`config.mk`:
```
export PLATFORM = sky130hd
export DESIGN_NAME = regfile_sequencer_flat
export DESIGN_NICKNAME = d
export VERILOG_FILES = /design/src/rtl/regfile_sequencer_if.sv /design/src/rtl/regfile_sequencer.sv /design/src/flat_wrapper.sv
export SDC_FILE = /design/constraint.sdc
export NUM_CORES = 1
export LEC_CHECK = 0
export BUFFER_PORTS_ARGS = -buffer_cell sky130_fd_sc_hd__buf_2
export CORE_MARGIN = 5
export CORE_UTILIZATION = 30
export CTS_BUF_LIST = sky130_fd_sc_hd__clkbuf_16
export DETAILED_ROUTE_END_ITERATION = 10
export GPL_ROUTABILITY_DRIVEN = 0
export GPL_TIMING_DRIVEN = 0
export PLACE_DENSITY = 0.5
export SLEW_MARGIN = 10
export SYNTH_ARGS = -nofsm -noshare
export SYNTH_HDL_FRONTEND = slang
export SYNTH_SLANG_ARGS = --single-unit
```
`constraint.sdc`:
```
create_clock -name input_Clock -period 2.35 [get_ports input_Clock]
set_input_delay 0.235 -clock input_Clock [delete_from_list [all_inputs] [get_ports input_Clock]]
set_output_delay 0.235 -clock input_Clock [all_outputs]
set_load 0.01 [all_outputs]
```
`src/rtl/regfile_sequencer_if.sv`:
```
// Bus between the instruction sequencer and its instruction source / register file.
// Signal names mirror the sequencer's external pin names.
interface regfile_sequencer_if;
  localparam int unsigned DW = 8;
  localparam int unsigned AW = 2;

  logic          input_Start;
  logic [DW-1:0] input_Instruction;
  logic [DW-1:0] input_Read_Data1;
  logic [DW-1:0] input_Read_Data2;
  logic          output_Read_Write;
  logic [AW-1:0] output_Read_Register1;
  logic [AW-1:0] output_Read_Register2;
  logic [AW-1:0] output_Write_Register;
  logic [DW-1:0] output_Write_Data;
  logic          output_Busy;
  logic          output_Done;

  modport master (
    input  input_Start, input_Instruction, input_Read_Data1, input_Read_Data2,
    output output_Read_Write, output_Read_Register1, output_Read_Register2,
    output output_Write_Register, output_Write_Data, output_Busy, output_Done
  );

  modport slave (
    output input_Start, input_Instruction, input_Read_Data1, input_Read_Data2,
    input  output_Read_Write, output_Read_Register1, output_Read_Register2,
    input  output_Write_Register, output_Write_Data, output_Busy, output_Done
  );
endinterface

```
`src/rtl/regfile_sequencer.sv`:
```
// Five-state read/execute/write sequencer driving a 4x8 register file.
// Optional feature macro: REGSEQ_SUB_EN (opcode 10 = SUB when defined, NOP otherwise).
module regfile_sequencer (
  input logic                 input_Clock,
  input logic                 input_Reset,
  regfile_sequencer_if.master bus
);
  localparam int unsigned DW = 8;
  localparam int unsigned AW = 2;
  localparam int unsigned OW = 2;

  typedef enum logic [2:0] {
    S_IDLE,
    S_READ,
    S_EXEC,
    S_WRITE,
    S_DONE
  } state_e;

  localparam logic [OW-1:0] OP_ADD  = 2'b00;
  localparam logic [OW-1:0] OP_ADDI = 2'b01;
  localparam logic [OW-1:0] OP_SUB  = 2'b10;

  state_e        state_q;
  logic [OW-1:0] op_q;
  logic [1:0]    imm_q;
  logic [AW-1:0] rd_addr1_q;
  logic [AW-1:0] rd_addr2_q;
  logic [AW-1:0] wr_addr_q;
  logic [DW-1:0] result_q;
  logic          rw_q;
  logic          busy_q;
  logic          done_q;

  logic [DW-1:0] result_d;
  logic          write_en_d;

  // ALU on the registered read data; only consumed during EXEC
  always_comb begin
    result_d   = '0;
    write_en_d = 1'b1;
    case (op_q)
      OP_ADD:  result_d = DW'(bus.input_Read_Data1 + bus.input_Read_Data2);
      OP_ADDI: result_d = DW'(bus.input_Read_Data1 + {{(DW-2){imm_q[1]}}, imm_q});
      OP_SUB: begin
`ifdef REGSEQ_SUB_EN
        result_d = DW'(bus.input_Read_Data1 - bus.input_Read_Data2);
`else
        write_en_d = 1'b0;
`endif
      end
      default: result_d = bus.input_Read_Data1;
    endcase
  end

  always_ff @(posedge input_Clock) begin
    if (input_Reset) begin
      state_q    <= S_IDLE;
      op_q       <= '0;
      imm_q      <= '0;
      rd_addr1_q <= '0;
      rd_addr2_q <= '0;
      wr_addr_q  <= '0;
      result_q   <= '0;
      rw_q       <= 1'b0;
      busy_q     <= 1'b0;
      done_q     <= 1'b0;
    end else begin
      case (state_q)
        S_IDLE: begin
          if (bus.input_Start) begin
            op_q       <= bus.input_Instruction[7:6];
            imm_q      <= bus.input_Instruction[1:0];
            rd_addr1_q <= bus.input_Instruction[5:4];
            rd_addr2_q <= bus.input_Instruction[3:2];
            // ADDI writes back to rt; everything else to rd
            wr_addr_q  <= (bus.input_Instruction[7:6] == OP_ADDI) ?
                          bus.input_Instruction[3:2] : bus.input_Instruction[1:0];
            result_q   <= '0;
            busy_q     <= 1'b1;
            state_q    <= S_READ;
          end
        end
        S_READ: state_q <= S_EXEC;
        S_EXEC: begin
          result_q <= write_en_d ? result_d : '0;
          rw_q     <= write_en_d;
          state_q  <= S_WRITE;
        end
        S_WRITE: begin
          rw_q    <= 1'b0;
          busy_q  <= 1'b0;
          done_q  <= 1'b1;
          state_q <= S_DONE;
        end
        S_DONE: begin
          done_q  <= 1'b0;
          state_q <= S_IDLE;
        end
        default: state_q <= S_IDLE;
      endcase
    end
  end

  assign bus.output_Read_Write     = rw_q;
  assign bus.output_Read_Register1 = rd_addr1_q;
  assign bus.output_Read_Register2 = rd_addr2_q;
  assign bus.output_Write_Register = wr_addr_q;
  assign bus.output_Write_Data     = result_q;
  assign bus.output_Busy           = busy_q;
  assign bus.output_Done           = done_q;
endmodule

```
`src/flat_wrapper.sv`:
```
// flat-port wrapper written by rule: the top's interface ports become plain ports
module regfile_sequencer_flat 
  (input_Clock, input_Reset, bus_input_Start, bus_input_Instruction, bus_input_Read_Data1, bus_input_Read_Data2, bus_output_Read_Write, bus_output_Read_Register1, bus_output_Read_Register2, bus_output_Write_Register, bus_output_Write_Data, bus_output_Busy, bus_output_Done);
  regfile_sequencer_if bus_i ();
  input logic input_Clock;
  input logic input_Reset;
  input wire logic [$bits(bus_i.input_Start)-1:0] bus_input_Start;
  input wire logic [$bits(bus_i.input_Instruction)-1:0] bus_input_Instruction;
  input wire logic [$bits(bus_i.input_Read_Data1)-1:0] bus_input_Read_Data1;
  input wire logic [$bits(bus_i.input_Read_Data2)-1:0] bus_input_Read_Data2;
  output wire logic [$bits(bus_i.output_Read_Write)-1:0] bus_output_Read_Write;
  output wire logic [$bits(bus_i.output_Read_Register1)-1:0] bus_output_Read_Register1;
  output wire logic [$bits(bus_i.output_Read_Register2)-1:0] bus_output_Read_Register2;
  output wire logic [$bits(bus_i.output_Write_Register)-1:0] bus_output_Write_Register;
  output wire logic [$bits(bus_i.output_Write_Data)-1:0] bus_output_Write_Data;
  output wire logic [$bits(bus_i.output_Busy)-1:0] bus_output_Busy;
  output wire logic [$bits(bus_i.output_Done)-1:0] bus_output_Done;
  assign bus_i.input_Start = bus_input_Start;
  assign bus_i.input_Instruction = bus_input_Instruction;
  assign bus_i.input_Read_Data1 = bus_input_Read_Data1;
  assign bus_i.input_Read_Data2 = bus_input_Read_Data2;
  assign bus_output_Read_Write = bus_i.output_Read_Write;
  assign bus_output_Read_Register1 = bus_i.output_Read_Register1;
  assign bus_output_Read_Register2 = bus_i.output_Read_Register2;
  assign bus_output_Write_Register = bus_i.output_Write_Register;
  assign bus_output_Write_Data = bus_i.output_Write_Data;
  assign bus_output_Busy = bus_i.output_Busy;
  assign bus_output_Done = bus_i.output_Done;
  regfile_sequencer u_core (.input_Clock(input_Clock), .input_Reset(input_Reset), .bus(bus_i));
endmodule
```
# After elaboration in Yosys (flattened, before gate mapping)
# Cells that the tools add are included.
# totals
reg_bits,24
latchBits,0
ramBits,0
rom_bits,0
in_bits,27
out_inout_bits,17
elab_cells,41
n_memories,0
# op_classes
n_addsub,2
multipliers,0
div,0
n_lt_le_gt_ge,0
eq_ne,8
shifts,0
mux,12
bitwise_logic,0
reduce_logical,9
# op_table
cell,count
one-hot mux 8 bit (2 select lines),2
adder 8 bit,2
2-to-1 mux 8 bit,2
one-hot mux 3 bit (4 select lines),1
nonzero test 2 bit,4
equality test 3 x 2 -> 1 bit (second input constant),2
one-hot mux 1 bit (2 select lines),3
AND reduction 2 bit,3
equality test 2 x 1 -> 1 bit (second input constant),2
equality test 3 x 1 -> 1 bit (second input constant),1
equality test 3 bit (second input constant),1
zero test 3 bit,1
2-to-1 mux 3 bit,1
equality test 2 bit (second input constant),1
zero test 2 bit,1
2-to-1 mux 1 bit,2
2-to-1 mux 2 bit,1
!= test 2 bit (second input constant),1

# Logic depth before layout (Yosys ltp)
# depth
ltp_word,4
ltp_mapped,11
mapped_depth_nobuf,10

# Worst setup path before layout
# No wires, ideal clock.
# synth_timing
path_type,input to register
start,in u_core.op_q[1]
end,reg u_core.result_q[6] (netlist: u_core.bus.output_Write_Data[6])
setup_time_ps,132
arrival_time_ps,2282
required_time_ps,2218
setup_slack_ps,-64
path_stages,12
n_path_buf,1
path_cell_list,dfxtp_1 nand2b_1 buf_2 mux2_2 ha_1 inv_1 fa_1 nor2b_1 o31a_1 or4_1 a21oi_1 o41ai_1
# synth_via
elab_chain_len,4
word_cells_on_any_way,6
cone_classes,eq/ne (2); mux (3); reduce/logical (1)
# synth_rtl
element,line,rtl
start: declaration,regfile_sequencer.sv:25,logic [OW-1:0] op_q;
equality test 2 x 1 -> 1 bit or zero test 2 bit (tied branches),regfile_sequencer.sv:42,case (op_q)
one-hot mux 8 bit (2 select lines),regfile_sequencer.sv:42,
2-to-1 mux 8 bit *,regfile_sequencer.sv:86,result_q <= write_en_d ? result_d : '0;
one-hot mux 8 bit (2 select lines) *,regfile_sequencer.sv:69,case (state_q)
end signal: assignment,regfile_sequencer.sv:86,
end: declaration,regfile_sequencer.sv:30,logic [DW-1:0] result_q;
# Every way passes the cells marked *; elsewhere a longest branch is shown, timed or not.
# A chain may end at the register's enable or synchronous reset.

# Final worst setup path
# Ends and elaborated chain as after synthesis.

==> metrics.md <==
| Metric | Value |
|---|---|
| Post-synth top area cell | dfxtp_1 |
| Detail Route Antenna Nets | 0 |
| Nets | 266 |
| Syn. warnings | 0 |
| Register area share after synthesis | 0.350 |
| Top-level I/O count | 44 |
| Worst-Skew Late Latency | 0.26 ns |
| Final Max Slew Viols | 0 |
| Netlist cell types | between 40 and 50 |
| Yosys reg bits | 24 |
| Die X | 77.6 um |
| Post-Route Utilization | 0.432 |
| Cts hold-fix bufs | 0 |
| Row count | 24 |
| GRT Total Usage | 0.120 |
| Num CTS Buffers | 3 |
| Vias | about 1400 |
| Chip Height | about 78 um |
| Leak pwr | approximately 0.87 nW |
| Largest net degree at the start of global routing | 15 |
| TritonCTS clock tree | done |
| DIE AREA | ~0.006 mm^2 |
| Fmax | ~0.42 GHz |
| Critical Path AT | ~2.5 ns |
| Via density per instance | just under 5 |
| Maxcap violations | 0 |
| Mean Syn Cell Area | 7.89 um^2 |
| Count of input and output buffers | 43 |
| Global Route met2 Usage | 0.188 |
| Cells after Synth | 174 |
| Global routing's busiest layer | met2 |
| Failing checks | negative setup slack |
| H-tree levels | 1 |
| Total detailed-routing wirelength | between 3000 and 4000 um |
| Post-route setup slack | -0.0515 ns |
| Syn nets | between 200 and 250 |
| Pwr dens | about 700 mW/mm^2 |
| Layout Skew | between 0.004 and 0.005 ns |
| Top cells by area, synth | dfxtp_1, nand2_1, a21oi_1, ha_1, nor2_1 |
| Worst setup SP type | register |
| Clk slew on worst S/H paths | ~0.070 ns |
| Hold Path Class | input pin to register |
| Crit path time final | about 2.4 ns |
| CTS root buf | clkbuf_16 |
| Vias in the first global route | 1257 |
| Final setup vio count | 1 |
| Worst endpoint required time | approximately 2.5 ns |
| Pre-antenna DRT Iters | 4 |
| Overall power | about 1.3 mW |
| Initial antenna violation count | 0 |
| Number of diodes | 0 |
| DRC viols | 0 |
| Total gr overflow | 0 |
| Final-layout fill cell count | 459 |
| CP max FO | 2 |
| Met1 GRT Util | 0.160 |
| Clock sink total | 24 |
| CP endpoint kind | register |
| Post-synth EDFFs | 0 |
| GRT met3 Usage | 0.0313 |
| Outcome | finished, violations left |
| Setup CP Type | register to register |
| Initial Util | 0.313 |
| Iter 0 DRT Violations | 64 |
| RSZ-0062 raised after global routing | true |
| Fin crit share | 1.02 |
| Asr flop ratio synth | 0 |
| CTS max path bufs | 2 |
| Core ar. | about 0.0044 mm^2 |
| Max VDD drop | 0.460 mV |
| WL per Instance | roughly 13 um |
| Hold Violations, Final | 0 |
| Top FF cell, synth | dfxtp_1 |
| First-pass GRT wire length | roughly 6000 um |
| Hpwl dp | around 2700 um |
| Area Growth Syn to Fin | 37.9% |
| Share of cells above drive strength 1 | 0.335 |
| Post-Syn Area | approximately 0.0014 mm^2 |
| Slew HR | 0.489 |
| Slew @ Worst Pin | between 0.7 and 0.8 ns |
| Yosys top cell area share | 0.350 |
-- area by class of cell --
cell class / instances / area [um^2] / area share
multi-input cells: 135 / 888 / 0.469
flip-flops and latches: 24 / 485 / 0.256
repair buffers: 53 / 290 / 0.153
clock buffers: 3 / 75.1 / 0.0397
well taps: 52 / 65.1 / 0.0344
plain buffers: 8 / 36.3 / 0.0192
clock inverters: 1 / 30.0 / 0.0159
inverters: 6 / 22.5 / 0.0119
-- Yosys cell counts, drive strengths merged (4+ instances only) --
| library cell | n |
|---|---|
| a211oi | 5 |
| a21oi | 18 |
| buf | 5 |
| clkbuf | 4 |
| dfxtp | 24 |
| ha | 7 |
| inv | 6 |
| mux2i | 4 |
| nand2 | 31 |
| nor2 | 19 |
| nor3 | 5 |
| o21ai | 6 |
-- stage by stage --
| stage | hold slack (ns) | std cells | TNS, ns | instance area (um^2) | setup WS, ns |
|---|---|---|---|---|---|
| after detailed placement | 0.447 | 269 | -0.208 | 1660 | -0.190 |
| after global routing | 0.219 | 282 | -0.210 | 1890 | -0.113 |
| after CTS | 0.203 | 279 | -0.0789 | 1830 | -0.0789 |
| final | 0.205 | 282 | -0.0515 | 1890 | -0.0515 |
| after floorplan | 0.363 | 174 | 0 | 1380 | 0.000935 |
| after global placement | 0.446 | 269 | -0.181 | 1660 | -0.180 |
-- power breakdown --
part	internal, mW	switching, mW	total [mW]
Sequential	0.441	0.0173	0.458
Clock	0.339	0.154	0.493
Combinational	0.164	0.189	0.353
Total	0.944	0.360	1.30
-- worst max-delay path, stage by stage, from the launching register on --
cell and delay (ns):
dfxtp_2 0.32, nand2b_4 0.14, mux2_4 0.31, ha_4 0.17, inv_2 0.04, fa_2 0.21, nor2b_2 0.05, o31a_1 0.32
or4_1 0.49, a21oi_2 0.15, o41ai_2 0.07
-- timing repair --
action	in CTS	in global routing
setup buffers	6	4
endpoints found under the setup margin	2	4
pin swaps	3	9
resized for setup	6	9
-- final timing paths --
check,from,slack [ns],cells past startpoint,end
max,u_core.op_q[1]$_SDFFE_PP0P_,-0.05,10,u_core.bus.output_Write_Data[6]$_SDFFE_PP0P_
min,bus_input_Instruction[5],0.21,3,u_core.bus.output_Read_Register1[1]$_SDFFE_PP0P_
max reg2reg,u_core.op_q[1]$_SDFFE_PP0P_,-0.05,10,u_core.bus.output_Write_Data[6]$_SDFFE_PP0P_
min reg2reg,u_core.bus.output_Read_Register1[1]$_SDFFE_PP0P_,0.45,2,u_core.bus.output_Read_Register1[1]$_SDFFE_PP0P_
-- sequential cells by signal, indices dropped and copies added, names as in the netlist --
register / cells
u_core.bus.output_Write_Register: 2
u_core.state_q: 3
u_core.bus.output_Write_Data: 8
u_core.bus.output_Done: 1
u_core.op_q: 2
u_core.bus.output_Busy: 1
u_core.bus.output_Read_Register2: 2
u_core.bus.output_Read_Write: 1
u_core.bus.output_Read_Register1: 2
u_core.imm_q: 2
-- layer usage --
metal | routed length, um | vias to the layer above
met4 | 40 | 0
met3 | 185 | 5
met5 | 0 | -
li1 | - | 724
met1 | 1770 | 634
met2 | 1670 | 27
-- logic make-up after synthesis --
family	synth area share
multiplexers	0.0374
flip-flops	0.350
adder cells (fa/ha/maj)	0.0784
AND/OR/NAND/NOR	0.251
AO/OA/AOI/OAI	0.218
XOR/XNOR	0.0191
buffers and inverters	0.0465
-- placed cells by master (no fill, tap or decap), types with 2 or more instances in the layout --
master / n
a211oi_1: 4
ha_1: 5
clkbuf_16: 3
nor3_1: 5
xnor2_1: 3
or4_1: 3
o21a_1: 3
o21ai_1: 2
nand3_1: 3
inv_2: 2
a21o_1: 2
inv_1: 4
ha_4: 2
a22oi_1: 2
nand2b_4: 2
o21ai_0: 4
nor2_1: 18
dfxtp_1: 22
clkbuf_1: 4
mux2i_1: 4
nand3b_1: 2
nor2b_1: 2
a21oi_1: 17
buf_2: 45
nand2_1: 31
buf_4: 11
No activity file was read; power rests on OpenSTA's default activity.
